`src/rtl/spi_txn_scheduler.sv`:
```
// spi_txn_scheduler: round-robin arbiter sharing one leader-mode SPI engine between NREQ requesters.
module spi_txn_scheduler #(
    parameter int NREQ      = 2,
    parameter int SETUP_CYC = 2,
    parameter int HOLD_CYC  = 2,
    parameter int GAP_CYC   = 4,
    parameter int TIMEOUT   = 1024
) (
    input  logic                 clk,
    input  logic                 rst,
    input  logic [NREQ-1:0]      req,
    input  logic [8*NREQ-1:0]    req_cfg,
    input  logic [16*NREQ-1:0]   req_wdata,
    output logic [NREQ-1:0]      ack,
    output logic [NREQ-1:0]      err,
    output logic [15:0]          rdata,
    output logic [NREQ-1:0]      cs_n,
    output logic [7:0]           eng_cfg,
    output logic                 eng_cfg_load,
    output logic [15:0]          eng_wdata,
    output logic                 eng_start,
    input  logic                 eng_done,
    input  logic [15:0]          eng_rdata,
    output logic                 busy
);
    localparam int IW = NREQ > 1 ? $clog2(NREQ) : 1;
    localparam int MC = SETUP_CYC > HOLD_CYC ? (SETUP_CYC > GAP_CYC ? SETUP_CYC : GAP_CYC)
                                             : (HOLD_CYC > GAP_CYC ? HOLD_CYC : GAP_CYC);
    localparam int CW = MC > 1 ? $clog2(MC) : 1;
    localparam int TW = TIMEOUT > 0 ? $clog2(TIMEOUT + 1) : 1;

    typedef enum logic [2:0] {IDLE, CFG, SETUP, START, WAIT, HOLD, GAP} state_t;

    state_t          state, state_d;
    logic [CW-1:0]   cnt, cnt_d;
    logic [TW-1:0]   tcnt, tcnt_d;
    logic [IW-1:0]   idx, idx_d, ptr, ptr_d, win, j;
    logic            len_q, len_d, tmo, tmo_d, found;
    logic [15:0]     res, res_d, rdata_d, wdata_d, wdat;
    logic [7:0]      eng_cfg_d, wcfg;
    logic [NREQ-1:0] cs_n_d, ack_d, err_d;
    logic            load_d, start_d;

    always_comb begin
        state_d   = state;
        cnt_d     = cnt;
        tcnt_d    = tcnt;
        idx_d     = idx;
        ptr_d     = ptr;
        len_d     = len_q;
        tmo_d     = tmo;
        res_d     = res;
        cs_n_d    = cs_n;
        ack_d     = '0;
        err_d     = '0;
        rdata_d   = rdata;
        eng_cfg_d = eng_cfg;
        wdata_d   = eng_wdata;
        load_d    = 1'b0;
        start_d   = 1'b0;
        found     = 1'b0;
        win       = '0;
        j         = '0;
        wcfg      = '0;
        wdat      = '0;
        // first set request at or after the pointer, wrapping
        for (int i = 0; i < NREQ; i++) begin
            j = IW'((int'(ptr) + i) % NREQ);
            if (!found && req[j]) begin
                found = 1'b1;
                win   = j;
            end
        end
        for (int k = 0; k < NREQ; k++) begin
            if (IW'(k) == win) begin
                wcfg = req_cfg[8*k +: 8];
                wdat = req_wdata[16*k +: 16];
            end
        end
        case (state)
            IDLE: if (found) begin
                state_d   = CFG;
                idx_d     = win;
                len_d     = wcfg[6];
                wdata_d   = wdat;
                eng_cfg_d = (wcfg | 8'h80) & 8'hFE;
                load_d    = 1'b1;
            end
            CFG: begin
                state_d = SETUP;
                cnt_d   = '0;
                cs_n_d  = ~(NREQ'(1) << idx);
            end
            SETUP: if (cnt == CW'(SETUP_CYC - 1)) begin
                state_d = START;
                start_d = 1'b1;
            end else begin
                cnt_d = cnt + 1'b1;
            end
            START: begin
                state_d = WAIT;
                tcnt_d  = '0;
                tmo_d   = 1'b0;
            end
            WAIT: if (eng_done) begin
                state_d = HOLD;
                cnt_d   = '0;
                res_d   = len_q ? eng_rdata : {8'h00, eng_rdata[7:0]};
            end else if (TIMEOUT != 0 && tcnt == TW'(TIMEOUT - 1)) begin
                state_d = HOLD;
                cnt_d   = '0;
                tmo_d   = 1'b1;
            end else begin
                tcnt_d = tcnt + TW'(tcnt != {TW{1'b1}});
            end
            HOLD: if (cnt == CW'(HOLD_CYC - 1)) begin
                state_d = GAP;
                cnt_d   = '0;
                cs_n_d  = '1;
                ptr_d   = (idx == IW'(NREQ - 1)) ? '0 : idx + 1'b1;
                if (tmo) begin
                    err_d[idx] = 1'b1;
                end else begin
                    ack_d[idx] = 1'b1;
                    rdata_d    = res;
                end
            end else begin
                cnt_d = cnt + 1'b1;
            end
            GAP: if (cnt == CW'(GAP_CYC - 1)) begin
                state_d = IDLE;
            end else begin
                cnt_d = cnt + 1'b1;
            end
            default: state_d = IDLE;
        endcase
    end

    always_ff @(posedge clk) begin
        if (rst) begin
            state        <= IDLE;
            cnt          <= '0;
            tcnt         <= '0;
            idx          <= '0;
            ptr          <= '0;
            len_q        <= 1'b0;
            tmo          <= 1'b0;
            res          <= '0;
            cs_n         <= '1;
            ack          <= '0;
            err          <= '0;
            rdata        <= '0;
            eng_cfg      <= '0;
            eng_cfg_load <= 1'b0;
            eng_wdata    <= '0;
            eng_start    <= 1'b0;
            busy         <= 1'b0;
        end else begin
            state        <= state_d;
            cnt          <= cnt_d;
            tcnt         <= tcnt_d;
            idx          <= idx_d;
            ptr          <= ptr_d;
            len_q        <= len_d;
            tmo          <= tmo_d;
            res          <= res_d;
            cs_n         <= cs_n_d;
            ack          <= ack_d;
            err          <= err_d;
            rdata        <= rdata_d;
            eng_cfg      <= eng_cfg_d;
            eng_cfg_load <= load_d;
            eng_wdata    <= wdata_d;
            eng_start    <= start_d;
            busy         <= state_d != IDLE;
        end
    end
endmodule

```
`config.mk`:
```
export PLATFORM = sky130hd
export DESIGN_NAME = spi_txn_scheduler
export DESIGN_NICKNAME = d
export VERILOG_FILES = /design/src/rtl/spi_txn_scheduler.sv
export SDC_FILE = /design/constraint.sdc
export NUM_CORES = 1
export LEC_CHECK = 0
export CAP_MARGIN = 20
export CELL_PAD_IN_SITES_DETAIL_PLACEMENT = 0
export CELL_PAD_IN_SITES_GLOBAL_PLACEMENT = 1
export CORE_MARGIN = 2
export CORE_UTILIZATION = 30
export DETAILED_ROUTE_END_ITERATION = 8
export PLACE_DENSITY = 0.8
export SKIP_LAST_GASP = 1
export SYNTH_ARGS = -nofsm -noshare
export SYNTH_HDL_FRONTEND = slang
export SYNTH_SLANG_ARGS = --single-unit
```
`constraint.sdc`:
```
create_clock -name clk -period 4.8 [get_ports clk]
set_input_delay 0.72 -clock clk [delete_from_list [all_inputs] [get_ports clk]]
set_output_delay 0.72 -clock clk [all_outputs]
set_load 0.005 [all_outputs]
```
==> results of run 1 <==
## synth_stat cells, drive strengths merged (2+ instances only)
cell type / n / area [µm²]
a221oi: 3 / 26.3
a211oi: 23 / 173
nor3b: 3 / 33.8
nor2: 51 / 191
a21oi: 30 / 150
mux2i: 41 / 410
nor2b: 4 / 25.0
nand2b: 6 / 40.0
or4: 5 / 37.5
nand3: 14 / 70.1
dfxtp: 83 / 1660
buf: 17 / 97.6
nand4: 7 / 43.8
clkbuf: 13 / 48.8
or3: 5 / 31.3
ha: 5 / 62.6
and2: 2 / 12.5
o21ai: 5 / 25.0
nand2: 38 / 143
nor3: 8 / 45.0
o221ai: 2 / 17.5
inv: 8 / 30.0
o31ai: 5 / 37.5
## worst min path at each step
stage               endpoint  slack, ns  cells after the start
CTS                   res[9]       0.46                      2
finish                res[8]       0.45                      2
global route         res[11]       0.49                      2
floorplan            res[10]       0.43                      2
global placement     res[11]       0.44                      2
detailed placement    res[9]       0.45                      2
## state kept, by name, indices dropped and copies added, names as in the netlist, 2 cells and up
| signal | flops |
|---|---|
| ack | 2 |
| rdata | 16 |
| eng_wdata | 16 |
| cnt | 2 |
| tcnt | 11 |
| state | 3 |
| res | 16 |
| cs_n | 2 |
| eng_cfg | 7 |
| err | 2 |
## layer usage
metal / part of all wire / global-route usage / wire, µm / up-vias
met5: 0 / 0 / 0 / -
met4: 0.024 / 0.0642 / 220 / 0
met3: 0.093 / 0.0627 / 844 / 17
met2: 0.44 / 0.241 / 4020 / 122
met1: 0.44 / 0.178 / 3990 / 1484
li1: - / - / - / 1597
## report_power, final
part | switching (mW) | internal (mW)
combinational | 0.120 | 0.163
sequential | 0.0384 | 0.733
clock | 0.294 | 0.476
## cells by family after synthesis
logic type / after synthesis
and+or+nand+nor: 148
DFF: 83
AOI/OAI and AO/OA: 78
muxes: 42
buffers and inverters: 38
adders and majority gates: 5
other: 1
## area by class of cell
class	count	area, µm²	area share
clock buffers	10	239	0.0470
clock inverters	6	96.3	0.0189
inverters	8	30.0	0.00590
multi-input cells	274	1720	0.338
flip-flops and latches	83	1660	0.327
well taps	143	179	0.0352
repair buffers	117	1160	0.228
## worst register-to-register path, stage by stage, from the launching register on
cell and delay (ns):
dfxtp_1 0.41, nand4_1 0.28, or3_1 0.46, ha_1 0.24, ha_1 0.22, and2_1 0.17
nand4_1 0.10, or4_1 0.11, a21oi_1 0.05
==> run_results.csv, run 1 <==
group,metric,value,unit
run_status,outcome,"completed",
synthesis,ys_seq_elements,83,
place,port_buffers,112,
synthesis,syn-cell-area,3550,µm²
route,finalWirelength,9.08,mm
floorplan,fp.dieH,113,µm
final_layout,drive_above_1_share,0.0582,
timing,worst_pin_slew,1.01,ns
worst_setup_path,r2r_setup_slack,2.61,ns
synthesis,syn_inst,395,
worst_setup_path,critPathRequiredTime,5.00,ns
place,dp_hpwl,6.44,mm
worst_setup_path,regToRegStartpoint,"tcnt[3]",
clocking,path_clk_slew,0.07,ns
worst_setup_path,worstPathArrival,2.68,ns
final_layout,fin_area,5090,µm²
place,postPlaceCellArea,4750,µm²
clocking,cts_resized,0,
clocking,numCtsBuffers,9,
synthesis,yosysWarnings,0,
worst_hold_path,hold_class,"reg -> reg",
pwr,peakVddDrop,195,µV
floorplan,core,11500,µm²
worst_setup_path,crit_end,"eng_wdata[6]",
timing,hold_viol_final,0,
synthesis,async_flop_share,0,
final_layout,nFillCells,1123,
global_routing,grt_pass1_vias,3224,
worst_setup_path,critPathKind,"in -> reg",
final_layout,fin_cells,641,
worst_setup_path,critPathBufInv,3,
route,ant_nets,0,
final_layout,layout_common_cells,"clkdlybuf4s50_1 (111), dfxtp_1 (83), nor2_1 (51), mux2i_1 (41), nand2_1 (38)",
timing,fin_skew,0.00720,ns
route,via_per_inst,5.02,
synthesis,synth_fp_nets,469,
global_routing,grt_pass1_wl,15.4,mm
clocking,h-tree-depth,3,
synthesis,synth_edf_count,0,
synthesis,yosysSeqAreaShare,0.468,
pwr,finalPower,1.82,mW
synthesis,synth_top_family_by_area,"simple AND/OR/NAND/NOR gates",
floorplan,die_w,113,µm
clocking,cts_tree,"done",
route,drc,0,
final_layout,synthToLayoutAreaGrowth,43.2,%
worst_setup_path,crit_path_top_delay_cell,"o21ai_2",
timing,period_share,0.515,
clocking,holdBufCountCts,0,
synthesis,synthMuxAreaShare,0.119,
worst_setup_path,r2r_cells,8,
worst_setup_path,r2r_end,"tcnt[6]",
floorplan,num_rows,39,
synthesis,post_synth.cell_area_avg,9.00,µm²
place,place_ws,1.94,ns
timing,slew_headroom,0.329,
synthesis,yosys.area_share.xor_xnor,0,
global_routing,grt-ovfl-total,0,
timing,drv_slew,0,
clocking,root_buffer,"clkbuf_16",
clocking,clockBufferDepth,2,
timing,setup_ws,2.33,ns
clocking,cts.sink_count,83,
synthesis,synth-main-ff-cell,"dfxtp_1",
synthesis,synth_fa_ha_area_frac,0.0176,
pwr,power_density,358,nW/µm²
final_layout,final_common_cell,"clkdlybuf4s50_1",
floorplan,dieArea,12700,µm²
place,globalplace.congestion,0.825,
global_routing,grt_use_total,0.151,
final_layout,final_util,0.444,
worst_setup_path,cp-startpoint,"req[0]",
synthesis,ys_types,47,
timing,rsz0062_at_grt,"false",
floorplan,ios,118,
worst_setup_path,cpPeakStageDelay,0.77,ns
worst_setup_path,end_kind,"flip-flop",
floorplan,start_util,0.310,
job,max-cap-violations,0,
worst_setup_path,start_kind,"primary input",
global_routing,grt_max_degree,60,
final_layout,final_nets,567,
timing,period_minus_slack,2.47,ns
route,first_pass_iters,4,
timing,setup_tns,0,ns
worst_hold_path,min_from,"res[8]",
timing,holdWs,0.455,ns
worst_setup_path,crit_chain,"clkdlybuf4s50_1 -> inv_1 -> o21ai_2 -> buf_4 -> mux2i_1 -> a211oi_1",
route,vias,3220,
worst_setup_path,worstPathMaxFanout,17,
route,wl_per_cell,14.2,µm
worst_setup_path,cp.depth,6,
clocking,postCtsSetupBuffers,0,
route,dr.first_iter.drc_count,186,
synthesis,yosys.area_share.simple,0.201,
clocking,clock_latency,0.34,ns
global_routing,antenna_found_initial,0,
timing,fmax,404,MHz
place,placedCellCount,625,
final_layout,insertedDiodeCount,0,
synthesis,synth-compound-area-share,0.144,
worst_setup_path,cp_top_family,"buffers and inverters",
pwr,power.leakage,1.89,nW
timing,setup_viol,0,
(Power assumes the default switching activity.)
==> inputs of run 2 (changes only) <==
--- a/config.mk
+++ b/config.mk
@@ -11,7 +11,7 @@
 export CORE_MARGIN = 2
 export CORE_UTILIZATION = 30
 export DETAILED_ROUTE_END_ITERATION = 8
-export PLACE_DENSITY = 0.8
+export PLACE_DENSITY = 0.82
 export SKIP_LAST_GASP = 1
 export SYNTH_ARGS = -nofsm -noshare
 export SYNTH_HDL_FRONTEND = slang
==> constraint.sdc (replaced) <==
create_clock -name clk -period 2.2 [get_ports clk]
set_input_delay 0.33 -clock clk [delete_from_list [all_inputs] [get_ports clk]]
set_output_delay 0.33 -clock clk [all_outputs]
set_load 0.005 [all_outputs]
==> run_results.csv, run 2 (synthesis gave the netlist of run 1 again) <==
group,metric,value,unit
run_status,outcome,"completed",
pwr,power.leakage,1.94,nW
worst_setup_path,start_kind,"flip-flop",
timing,rsz0062_at_grt,"false",
worst_setup_path,regToRegStartpoint,"tcnt[3]",
worst_setup_path,end_kind,"flip-flop",
floorplan,start_util,0.310,
timing,slew_headroom,0.621,
clocking,cts.sink_count,83,
global_routing,grt_use_total,0.144,
route,via_per_inst,4.94,
final_layout,final_util,0.450,
worst_setup_path,critPathKind,"reg -> reg",
place,dp_hpwl,6.68,mm
job,max-cap-violations,0,
place,placedCellCount,637,
clocking,postCtsSetupBuffers,0,
timing,setup_viol,0,
timing,fin_skew,0.00856,ns
worst_setup_path,worstPathMaxFanout,6,
place,globalplace.congestion,0.837,
global_routing,antenna_found_initial,0,
final_layout,drive_above_1_share,0.0804,
timing,drv_slew,0,
final_layout,final_common_cell,"clkdlybuf4s50_1",
clocking,clock_latency,0.34,ns
route,drc,0,
clocking,cts_tree,"done",
worst_hold_path,hold_class,"in -> reg",
floorplan,core,11500,µm²
pwr,peakVddDrop,450,µV
timing,worst_pin_slew,0.565,ns
floorplan,fp.dieH,113,µm
route,ant_nets,0,
final_layout,final_nets,579,
final_layout,fin_cells,653,
worst_setup_path,r2r_cells,8,
final_layout,synthToLayoutAreaGrowth,45.1,%
route,dr.first_iter.drc_count,150,
timing,fmax,508,MHz
global_routing,grt_pass1_wl,14.7,mm
route,vias,3223,
global_routing,grt_max_degree,46,
worst_setup_path,r2r_end,"tcnt[6]",
clocking,clockBufferDepth,2,
pwr,power_density,733,nW/µm²
route,wl_per_cell,13.9,µm
clocking,h-tree-depth,3,
timing,period_share,0.894,
clocking,cts_resized,0,
timing,hold_viol_final,0,
floorplan,ios,118,
floorplan,num_rows,39,
place,postPlaceCellArea,4860,µm²
route,first_pass_iters,4,
clocking,root_buffer,"clkbuf_16",
worst_hold_path,min_to,"state[0]",
clocking,numCtsBuffers,9,
worst_hold_path,holdPathStages,2,
floorplan,die_w,113,µm
final_layout,reg.largest.list,"eng_wdata x16, rdata x16, res x16",
worst_setup_path,critPathRequiredTime,2.40,ns
final_layout,layout_common_cells,"clkdlybuf4s50_1 (111), dfxtp_1 (83), nor2_1 (51), mux2i_1 (41), nand2_1 (38)",
worst_setup_path,r2r_setup_slack,0.23,ns
clocking,path_clk_slew,0.07,ns
worst_hold_path,min_from,"rst",
place,port_buffers,112,
floorplan,dieArea,12700,µm²
timing,period_minus_slack,1.97,ns
timing,setup_tns,0,ns
timing,holdWs,0.444,ns
final_layout,insertedDiodeCount,0,
global_routing,grt-ovfl-total,0,
worst_setup_path,worstPathArrival,2.17,ns
route,finalWirelength,9.05,mm
clocking,holdBufCountCts,0,
global_routing,grt_pass1_vias,3141,
final_layout,fin_area,5150,µm²
run 2: final cells by class:
type	count	area [µm²]
Clock inverter	6	55.1
Sequential cell	83	1660
Tap cell	143	179
Fill cell	1115	6310
Clock buffer	10	239
Timing Repair Buffer	129	1270
Multi-Input combinational cell	274	1720
Inverter	8	30.0
run 2: worst max-delay path, stage by stage (launching register included):
cell and delay [ns]:
dfxtp_1 0.40, nand4_1 0.13, or3_1 0.39, ha_1 0.23
ha_1 0.22, and2_1 0.18, nand4_1 0.11, or4_1 0.12
a21oi_1 0.06
run 2: where the power goes:
group / leakage, nW / switching, mW / internal (mW)
registers: 0.676 / 0.0787 / 1.60
clock network: 0.146 / 0.645 / 0.818
logic: 1.11 / 0.267 / 0.369
total: 1.94 / 0.992 / 2.78
run 2: worst max path at each step:
| stage | from | end | slack, ns | cells past startpoint |
|---|---|---|---|---|
| after detailed placement | tcnt[3] | tcnt[6] | 0.24 | 8 |
| after global routing | tcnt[8] | tcnt[6] | 0.09 | 8 |
| final | tcnt[3] | tcnt[6] | 0.23 | 8 |
| after CTS | tcnt[3] | tcnt[6] | 0.23 | 8 |
| after global placement | tcnt[3] | tcnt[6] | 0.27 | 8 |
| after floorplan | tcnt[3] | tcnt[6] | 0.29 | 8 |
run 2: stage by stage:
step           worst slack [ns]  power (mW)
2_1_floorplan             0.286        2.00
3_3_place_gp              0.265        2.34
3_5_place_dp              0.244        2.35
4_1_cts                   0.230        3.83
5_1_grt                  0.0942        3.95
6_report                  0.232        3.78
run 2: routing by layer:
metal | global-route usage | vias up | share of wire | wire length (µm)
met1 | 0.166 | 1471 | 0.43 | 3920
met2 | 0.235 | 118 | 0.45 | 4090
li1 | - | 1623 | - | -
met5 | 0 | - | 0 | 0
met3 | 0.0621 | 11 | 0.097 | 879
met4 | 0.0577 | 0 | 0.017 | 150
